## config.mk

```make
export PLATFORM = sky130hd
export DESIGN_NAME = regfile_scoreboard
export DESIGN_NICKNAME = d
export VERILOG_FILES = /design/src/rtl/regfile_pkg.sv /design/src/rtl/regfile_pending_sb.sv /design/src/rtl/regfile_scoreboard.sv
export SDC_FILE = /design/constraint.sdc
export NUM_CORES = 1
export LEC_CHECK = 0
export BUFFER_PORTS_ARGS = -buffer_cell sky130_fd_sc_hd__clkbuf_2
export CORE_MARGIN = 2
export CORE_UTILIZATION = 40
export CTS_BUF_LIST = sky130_fd_sc_hd__clkbuf_4
export DETAILED_ROUTE_END_ITERATION = 12
export GPL_TIMING_DRIVEN = 1
export SYNTH_ARGS = -nofsm -noshare
export SYNTH_HDL_FRONTEND = slang
export SYNTH_SLANG_ARGS = --single-unit
```

## constraint.sdc

```tcl
create_clock -name clk -period 2.2 [get_ports clk]
set_input_delay 0.33 -clock clk [delete_from_list [all_inputs] [get_ports clk]]
set_output_delay 0.33 -clock clk [all_outputs]
set_load 0.005 [all_outputs]
```

## src/rtl/regfile_pkg.sv

```systemverilog
// Shared defaults and types for the register file and its pending scoreboard.
package regfile_pkg;

    localparam int unsigned DataW = 16;
    localparam int unsigned AddrW = 3;

    typedef logic [AddrW-1:0] reg_idx_t;
    typedef logic [DataW-1:0] data_word_t;

endpackage

```

## src/rtl/regfile_pending_sb.sv

```systemverilog
// Per-register pending scoreboard: claim sets, write clears, flush clears all,
// plus a registered popcount of the pending vector.
module regfile_pending_sb
    import regfile_pkg::*;
#(
    parameter int unsigned ADDR_W   = AddrW,
    parameter bit          ZERO_REG = 1'b1
) (
    input  logic                    clk,
    input  logic                    rst_n,
    input  logic                    wr_en_i,
    input  logic [ADDR_W-1:0]       wr_addr_i,
    input  logic                    claim_en_i,
    input  logic [ADDR_W-1:0]       claim_addr_i,
    input  logic                    flush_i,
    output logic [(2**ADDR_W)-1:0]  pending_o,
    output logic [ADDR_W:0]         pending_cnt_o
);

    localparam int unsigned NREGS = 2**ADDR_W;

    logic [NREGS-1:0] pending_d, pending_q;
    logic [ADDR_W:0]  cnt_d, cnt_q;

    // Priority, lowest to highest: write clear, claim set, flush, r0 mask.
    always_comb begin
        pending_d = pending_q;
        if (wr_en_i) begin
            pending_d[wr_addr_i] = 1'b0;
        end
        if (claim_en_i) begin
            pending_d[claim_addr_i] = 1'b1;
        end
        if (flush_i) begin
            pending_d = '0;
        end
        if (ZERO_REG) begin
            pending_d[0] = 1'b0;
        end
    end

    // Count tracks the current pending vector, so it trails it by one edge.
    always_comb begin
        cnt_d = '0;
        for (int i = 0; i < NREGS; i++) begin
            cnt_d = cnt_d + {{ADDR_W{1'b0}}, pending_q[i]};
        end
    end

    always_ff @(posedge clk or negedge rst_n) begin
        if (!rst_n) begin
            pending_q <= '0;
            cnt_q     <= '0;
        end else begin
            pending_q <= pending_d;
            cnt_q     <= cnt_d;
        end
    end

    assign pending_o     = pending_q;
    assign pending_cnt_o = cnt_q;

endmodule

```

## src/rtl/regfile_scoreboard.sv

```systemverilog
// Register file with 1 write / 2 async read / 1 debug port, same-cycle bypass
// and a pending scoreboard for multi-cycle producers.
module regfile_scoreboard
    import regfile_pkg::*;
#(
    parameter int unsigned DATA_W   = DataW,
    parameter int unsigned ADDR_W   = AddrW,
    parameter bit          ZERO_REG = 1'b1,
    parameter bit          BYPASS   = 1'b1
) (
    input  logic              clk,
    input  logic              rst_n,
    input  logic              wr_en,
    input  logic [ADDR_W-1:0] wr_addr,
    input  logic [DATA_W-1:0] wr_data,
    input  logic [ADDR_W-1:0] rd_addr_1,
    output logic [DATA_W-1:0] rd_data_1,
    output logic              rd_busy_1,
    input  logic [ADDR_W-1:0] rd_addr_2,
    output logic [DATA_W-1:0] rd_data_2,
    output logic              rd_busy_2,
    input  logic              claim_en,
    input  logic [ADDR_W-1:0] claim_addr,
    input  logic              flush,
    input  logic [ADDR_W-1:0] dbg_addr,
    output logic [DATA_W-1:0] dbg_data,
    output logic [ADDR_W:0]   pending_cnt
);

    localparam int unsigned NREGS = 2**ADDR_W;

    logic [DATA_W-1:0] regs_q [NREGS];
    logic [NREGS-1:0]  pending;
    logic              wr_live;

    // A write to r0 is dropped entirely when r0 is hardwired.
    assign wr_live = wr_en && !(ZERO_REG && (wr_addr == '0));

    always_ff @(posedge clk or negedge rst_n) begin
        if (!rst_n) begin
            for (int i = 0; i < NREGS; i++) begin
                regs_q[i] <= '0;
            end
        end else if (wr_live) begin
            regs_q[wr_addr] <= wr_data;
        end
    end

    regfile_pending_sb #(
        .ADDR_W  (ADDR_W),
        .ZERO_REG(ZERO_REG)
    ) u_pending_sb (
        .clk          (clk),
        .rst_n        (rst_n),
        .wr_en_i      (wr_en),
        .wr_addr_i    (wr_addr),
        .claim_en_i   (claim_en),
        .claim_addr_i (claim_addr),
        .flush_i      (flush),
        .pending_o    (pending),
        .pending_cnt_o(pending_cnt)
    );

    always_comb begin
        rd_data_1 = regs_q[rd_addr_1];
        if (BYPASS && wr_en && (wr_addr == rd_addr_1)) begin
            rd_data_1 = wr_data;
        end
        if (ZERO_REG && (rd_addr_1 == '0)) begin
            rd_data_1 = '0;
        end
    end

    always_comb begin
        rd_data_2 = regs_q[rd_addr_2];
        if (BYPASS && wr_en && (wr_addr == rd_addr_2)) begin
            rd_data_2 = wr_data;
        end
        if (ZERO_REG && (rd_addr_2 == '0)) begin
            rd_data_2 = '0;
        end
    end

    // An in-flight write resolves the hazard in the same cycle.
    assign rd_busy_1 = pending[rd_addr_1] && !(wr_en && (wr_addr == rd_addr_1))
                       && !(ZERO_REG && (rd_addr_1 == '0));
    assign rd_busy_2 = pending[rd_addr_2] && !(wr_en && (wr_addr == rd_addr_2))
                       && !(ZERO_REG && (rd_addr_2 == '0));

    assign dbg_data = regs_q[dbg_addr];

endmodule
```

==> results of run 1 <==
## power by group through the flow
stage | clock network, mW | registers (mW) | logic [mW]
2_1_floorplan | 0 | 3.36 | 1.63
3_3_place_gp | 0 | 3.48 | 2.27
3_5_place_dp | 0 | 3.54 | 2.32
4_1_cts | 1.64 | 3.48 | 2.55
5_1_grt | 1.75 | 3.56 | 2.86
6_report | 1.59 | 3.50 | 2.66
## area by class of cell
class                      instances  area [um2]  share of cell area (%)
clock inverter                    11       103.9                  0.9737
clock buffer                      20       150.1                   1.408
sequential                       139        3480                   32.63
inverter                          14       52.55                  0.4927
multi-input combinational        448        5187                   48.64
antenna                            1       2.502                 0.02346
timing repair buffer             179        1339                   12.55
tap                              280       350.3                   3.285
## registers in the layout (all words and copies together) (netlist names)
name	count
regs_q	128
u_pending_sb.pending_o	7
u_pending_sb.pending_cnt_o	4
## worst max-delay path by stage
stage          slack, ns                                      end  cells past startpoint
6_report           -0.31  u_pending_sb.pending_cnt_o[2]$_DFF_PN0_                      9
5_1_grt            -0.38  u_pending_sb.pending_cnt_o[2]$_DFF_PN0_                      9
4_1_cts            -0.31  u_pending_sb.pending_cnt_o[2]$_DFF_PN0_                      9
3_5_place_dp       -0.31  u_pending_sb.pending_cnt_o[2]$_DFF_PN0_                      9
3_3_place_gp       -0.27  u_pending_sb.pending_cnt_o[1]$_DFF_PN0_                      9
2_1_floorplan      -0.24  u_pending_sb.pending_cnt_o[2]$_DFF_PN0_                      9
## cell families after synthesis
kind of cell	after synthesis	share of synthesized area [%]
and+or+nand+nor	99	6.295
xor gates and xnor gates	7	0.6901
muxes	260	40.88
DFF	139	39.15
buffers and inverters	86	5.619
adders and majority gates	7	1.239
AOI/OAI and AO/OA	75	6.126
## layer usage
layer	part of all wire (%)	GRT usage [%]
met1	38	28.51
met4	3.0	9.656
met5	0	0
met3	7.8	5.784
met2	51	39.75
## cells in the mapped netlist, types with 2 or more instances
cell type	instances
dfrtp_1	139
mux2_2	126
mux2i_1	64
mux4_2	63
nor2_1	37
o22ai_1	32
nor3_1	27
a211oi_1	25
buf_2	25
clkbuf_1	19
inv_1	14
buf_4	11
buf_6	10
a21oi_1	7
xnor2_1	7
a211oi_2	5
mux4_1	5
nand2b_1	5
nor2b_1	5
buf_1	4
ha_1	4
nand2_1	4
nor3_2	4
a32oi_1	3
fa_1	3
nand4_1	3
nand4b_2	3
a311oi_1	2
and4_1	2
and4bb_2	2
mux2_1	2
or2_1	2
## timing repair
item / 4_1_cts / 5_1_grt
setup buffers: 14 / 19
hold buffers: 2 / 0
hold endpoints to repair: 49 / 0
resized for setup: 67 / 9
setup endpoints to repair: 51 / 53
pin swaps: 63 / 4
## critical path, stage by stage (launching register included)
cell and delay [ns]:
dfrtp_1 0.41, ha_1 0.27, inv_1 0.04, fa_1 0.50, fa_2 0.44, inv_2 0.08, ha_4 0.13, inv_2 0.03
fa_1 0.37, xnor2_1 0.13
==> impl_metrics.json, run 1 <==
{
  "holdWs_ns": 0.08211,
  "hold_class": "in -> reg",
  "synth_edf_count": 0,
  "cts_tree": "built",
  "placed_cell_area_mm2": 0.009858,
  "die_x_um": 153.0,
  "wl_per_cell_um": 24.71,
  "reg2regPathDepth": 9,
  "rsz0062_at_grt": "true",
  "die_area_mm2": 0.02342,
  "clock-root-buffer": "clkbuf_4",
  "die_h_um": 153.0,
  "hold_end": "u_pending_sb.pending_o[7]$_DFF_PN0_",
  "syn_area_mm2": 0.008885,
  "syn_inst": 673,
  "ant_nets": 0,
  "layout_common_cells": "dfrtp_1, mux2_2, clkbuf_2, mux4_2, buf_4",
  "required_ns": 2.66,
  "avgSynthCellArea_um2": 13.20,
  "finalMaxSlewViolations": 0,
  "yosysWarnings": 0,
  "ctsHtreeMaxLevel": 4,
  "antenna_found_initial": 1,
  "final_cell_count_no_fill": 1092,
  "grt_pass1_vias": 7129,
  "cp_data_arrival_time_ns": 2.97,
  "port_buffers": 89,
  "clkPwrFrac_pct": 20.5,
  "core_mm2": 0.02182,
  "netlist.area_leader.share_pct": 39.15,
  "hold_viol_final": 0,
  "ys_types": 41,
  "power.share.sequential_pct": 45.1,
  "track_usage_pct": 23.39,
  "synth_seq_cells": 139,
  "n_fill_cell": 1944,
  "cts_max_path_buffers": 2,
  "fin_setup_tns_ns": -1.284,
  "netSwitchingPower_mw": 2.477,
  "pin_count": 90,
  "hold_path_depth": 3,
  "yosysSeqAreaShare_pct": 39.15,
  "tightest_slew_ns": 0.6282,
  "final_area_mm2": 0.01067,
  "swShare_pct": 31.94,
  "slew_headroom_pct": 58.12,
  "placed_cells": 1027,
  "clock_sinks": 139,
  "fin_crit_sh_pct": 114.0,
  "drc": 0,
  "rr_endpoint": "u_pending_sb.pending_cnt_o[2]$_DFF_PN0_",
  "drt_first_pass_iters": 5,
  "p_leak_nw": 4.670,
  "finalNetCount": 842,
  "fin_util_pct": 48.87,
  "synth_top_area_cell": "dfrtp_1",
  "cp-end-kind": "flop",
  "layout-drive-gt1-share_pct": 57.83,
  "internal-power_mw": 5.278,
  "failed_checks": "setup timing",
  "maxCapViolations": 0,
  "status": "finished with violations",
  "clk_pin_slew_ns": 0.12,
  "worstHoldStart": "claim_addr[0]",
  "grt_pass1_wl_mm": 41.79,
  "setup_ws_ns": -0.3082,
  "drtIter0Drc": 327,
  "synth_fp_nets": 716,
  "min_period_ns": 2.508,
  "start_util_pct": 40.71,
  "async_reset_ff_share_pct": 100.0,
  "fmax_ghz": 0.3987,
  "clock_skew_ns": 0.01385,
  "worst-r2r-setup-slack_ns": -0.31,
  "synth_flop_cell": "dfrtp_1",
  "reg2reg_from": "u_pending_sb.pending_o[2]$_DFF_PN0_",
  "yosys-top-cells-area": "dfrtp_1, mux2_2, mux4_2, mux2i_1, o22ai_1",
  "grt_max_degree": 51,
  "finalPower_mw": 7.754,
  "gp_congestion": 0.8649,
  "clk_latency_ns": 0.56,
  "setup_violations": 25,
  "startpoint_type": "flop",
  "final_common_cell": "dfrtp_1",
  "via_count": 6674,
  "synthToLayoutAreaGrowth_pct": 20.04,
  "dp_hpwl_mm": 17.65,
  "combPwrFrac_pct": 34.4,
  "grt_overflow": 0,
  "drt-total-wl_mm": 26.98,
  "via_per_inst": 6.112,
  "cts_buffers": 17,
  "crit_fanout": 2,
  "peakVddDrop_mv": 0.3450,
  "place_ws_ns": -0.3123,
  "path_class": "reg -> reg",
  "p_per_area_mw_per_mm2": 727.1,
  "crit_start": "u_pending_sb.pending_o[2]$_DFF_PN0_",
  "row_count": 54
}
Note: power is estimated with default switching activity, not from simulation.
==> run 2, diff against run 1 <==
--- a/config.mk
+++ b/config.mk
@@ -5,6 +5,7 @@
 export SDC_FILE = /design/constraint.sdc
 export NUM_CORES = 1
 export LEC_CHECK = 0
+export ABC_AREA = 1
 export BUFFER_PORTS_ARGS = -buffer_cell sky130_fd_sc_hd__clkbuf_2
 export CORE_MARGIN = 2
 export CORE_UTILIZATION = 40
==> run 2 against run 1 <==
Critical endpoint is now u_pending_sb.pending_cnt_o[1]$_DFF_PN0_. Combinational power fell by 20%. Largest power group unchanged. Synthesized cell count increased by 120%. The flow still finishes with violations (setup timing). Worst setup slack got worse by 0.0035 ns. Critical path depth is the same. Power decreased by 6.4%. Synthesized area rose by 6.1%. Clock skew increased by 0.0015 ns. Register-to-register slack about the same.
==> impl_metrics.json, run 2 <==
{
  "status": "finished with violations",
  "failed_checks": "setup timing",
  "drc": 0,
  "netSwitchingPower_mw": 2.814,
  "synth_top_area_cell": "dfrtp_1",
  "clock_sinks": 139,
  "ctsHtreeMaxLevel": 4,
  "grt_pass1_vias": 9194,
  "layout-drive-gt1-share_pct": 14.37,
  "setup_violations": 2,
  "synth_seq_cells": 139,
  "max_stage_delay_ns": 0.51,
  "syn_area_mm2": 0.009424,
  "largest_reg_flops": 128,
  "gp_congestion": 0.8723,
  "finalNetCount": 1582,
  "p_leak_nw": 5.455,
  "synth_fp_nets": 1526,
  "syn_inst": 1483,
  "tightest_slew_ns": 0.5711,
  "synth_top_cells_by_count": "nand2_1, nand3_1, o21ai_0, nor2_1, dfrtp_1",
  "via_per_inst": 5.472,
  "min_period_ns": 2.512,
  "grt_overflow": 0,
  "yosysSeqAreaShare_pct": 36.91,
  "hold_class": "in -> reg",
  "cp-end-kind": "flop",
  "placed_cells": 1836,
  "hold_path_depth": 3,
  "crit_start": "u_pending_sb.pending_o[2]$_DFF_PN0_",
  "p_per_area_mw_per_mm2": 677.9,
  "core_mm2": 0.02333,
  "ys_types": 26,
  "track_usage_pct": 28.66,
  "slew_headroom_pct": 61.92,
  "maxCapViolations": 0,
  "port_buffers": 89,
  "setup_ws_ns": -0.3117,
  "cts_max_path_buffers": 2,
  "startpoint_type": "flop",
  "hold_viol_final": 0,
  "layout_common_cells": "nand2_1, nand3_1, o21ai_0, nor2_1, dfrtp_1",
  "crit_fanout": 2,
  "fmax_ghz": 0.3981,
  "required_ns": 2.68,
  "final_common_cell": "nand2_1",
  "yosys-top-cells-area": "dfrtp_1, nand2_1, nand3_1, o21ai_0, nor2_1",
  "ant_nets": 0,
  "synth_flop_cell": "dfrtp_1",
  "die_h_um": 157.5,
  "die_area_mm2": 0.02480,
  "worstHoldStart": "claim_addr[2]",
  "clkPwrFrac_pct": 23.8,
  "netlist.area_leader.share_pct": 36.91,
  "worst-r2r-setup-slack_ns": -0.31,
  "cp_data_arrival_time_ns": 2.99,
  "pin_count": 90,
  "synthToLayoutAreaGrowth_pct": 13.60,
  "clock_skew_ns": 0.01534,
  "swShare_pct": 38.78,
  "fin_crit_sh_pct": 114.2,
  "cp_cell_sequence": "ha_1, inv_1, fa_1, fa_1, inv_2, ha_4, inv_2, fa_2, inv_1",
  "grt_pass1_wl_mm": 54.17,
  "synth_edf_count": 0,
  "clk_latency_ns": 0.58,
  "avgSynthCellArea_um2": 6.355,
  "crit_slowest_cell": "fa_2",
  "internal-power_mw": 4.443,
  "drt-total-wl_mm": 34.65,
  "reg2reg_from": "u_pending_sb.pending_o[2]$_DFF_PN0_",
  "holdWs_ns": 0.04710,
  "drtIter0Drc": 1324,
  "fin_util_pct": 45.88,
  "grt_max_degree": 53,
  "combPwrFrac_pct": 29.3,
  "final_area_mm2": 0.01071,
  "antenna_found_initial": 1,
  "n_fill_cell": 2451,
  "placed_cell_area_mm2": 0.01038,
  "via_count": 10240,
  "cts_tree": "built",
  "synth.most_common_cell": "nand2_1",
  "yosysWarnings": 0,
  "clock-root-buffer": "clkbuf_4",
  "drt_first_pass_iters": 6,
  "rr_endpoint": "u_pending_sb.pending_cnt_o[1]$_DFF_PN0_",
  "wl_per_cell_um": 18.51,
  "finalMaxSlewViolations": 0,
  "hold_end": "u_pending_sb.pending_o[6]$_DFF_PN0_",
  "rsz0062_at_grt": "true",
  "dp_hpwl_mm": 23.26,
  "peakVddDrop_mv": 0.2520,
  "start_util_pct": 40.39,
  "final_cell_count_no_fill": 1872,
  "reg2regPathDepth": 9,
  "clk_pin_slew_ns": 0.15,
  "path_class": "reg -> reg",
  "die_x_um": 157.5,
  "power.share.sequential_pct": 46.9,
  "regMostFlops": "regs_q",
  "row_count": 56,
  "async_reset_ff_share_pct": 100.0,
  "cts_buffers": 17
}
## run 2: power groups by stage
stage / combinational (mW) / clock (mW) / sequential (mW)
3_3_place_gp: 2.06 / 0 / 3.43
5_1_grt: 2.41 / 1.88 / 3.46
6_report: 2.13 / 1.73 / 3.41
3_5_place_dp: 2.10 / 0 / 3.43
4_1_cts: 2.10 / 1.76 / 3.38
2_1_floorplan: 1.37 / 0 / 3.30
## run 2: layer usage
layer | vias up | share of wire, % | track usage, %
li1 | 4896 | - | -
met1 | 4714 | 43 | 42.14
met2 | 551 | 44 | 42.61
met3 | 83 | 9.8 | 4.240
met4 | 0 | 2.9 | 10.39
met5 | - | 0 | 0
## run 2: logic make-up after synthesis
group	synth area share (%)
AND/OR/NAND/NOR	41.12
AO/OA/AOI/OAI	12.40
flip-flops	36.91
adder cells (fa/ha/maj)	1.168
buffers and inverters	8.311
XOR/XNOR	0.09295
## run 2: how the worst max path moves through the flow
stage                                         endpoint  cells past startpoint
6_report       u_pending_sb.pending_cnt_o[1]$_DFF_PN0_                      9
5_1_grt        u_pending_sb.pending_cnt_o[1]$_DFF_PN0_                      9
4_1_cts        u_pending_sb.pending_cnt_o[2]$_DFF_PN0_                      9
3_5_place_dp   u_pending_sb.pending_cnt_o[2]$_DFF_PN0_                      9
3_3_place_gp   u_pending_sb.pending_cnt_o[1]$_DFF_PN0_                      9
2_1_floorplan  u_pending_sb.pending_cnt_o[2]$_DFF_PN0_                      9
## run 2: per-stage QoR
step | setup TNS (ns) | worst slack (ns) | power [mW]
after floorplan | -0.4625 | -0.2322 | 4.674
after global placement | -0.5393 | -0.2712 | 5.484
after detailed placement | -0.5995 | -0.3004 | 5.523
after CTS | -0.6268 | -0.3139 | 7.246
after global routing | -0.7058 | -0.3941 | 7.759
final | -0.5442 | -0.3117 | 7.257
## run 2: worst max-delay path, delay by kind of cell (launching register included)
family,cells,cell delay [ns]
adder cells (fa/ha/maj),5,1.82
buffers and inverters,4,0.19
flip-flops,1,0.41
## run 2: final cells by class
type,count,area [um2],area share (%)
Sequential cell,139,3478,32.49
Inverter,56,212.7,1.987
Antenna cell,1,2.502,0.02338
Timing Repair Buffer,156,1147,10.72
Multi-Input combinational cell,1169,5187,48.46
Clock inverter,15,150.1,1.403
Tap cell,319,399.1,3.728
Clock buffer,17,127.6,1.192
## run 2: timing repair
| item | CTS | global route |
|---|---|---|
| gates resized for setup | 0 | 8 |
| hold buffers | 2 | 0 |
| endpoints found under the hold margin | 54 | 0 |
| setup endpoints to repair | 2 | 6 |
| setup buffers | 0 | 1 |
| pin swaps | 0 | 0 |
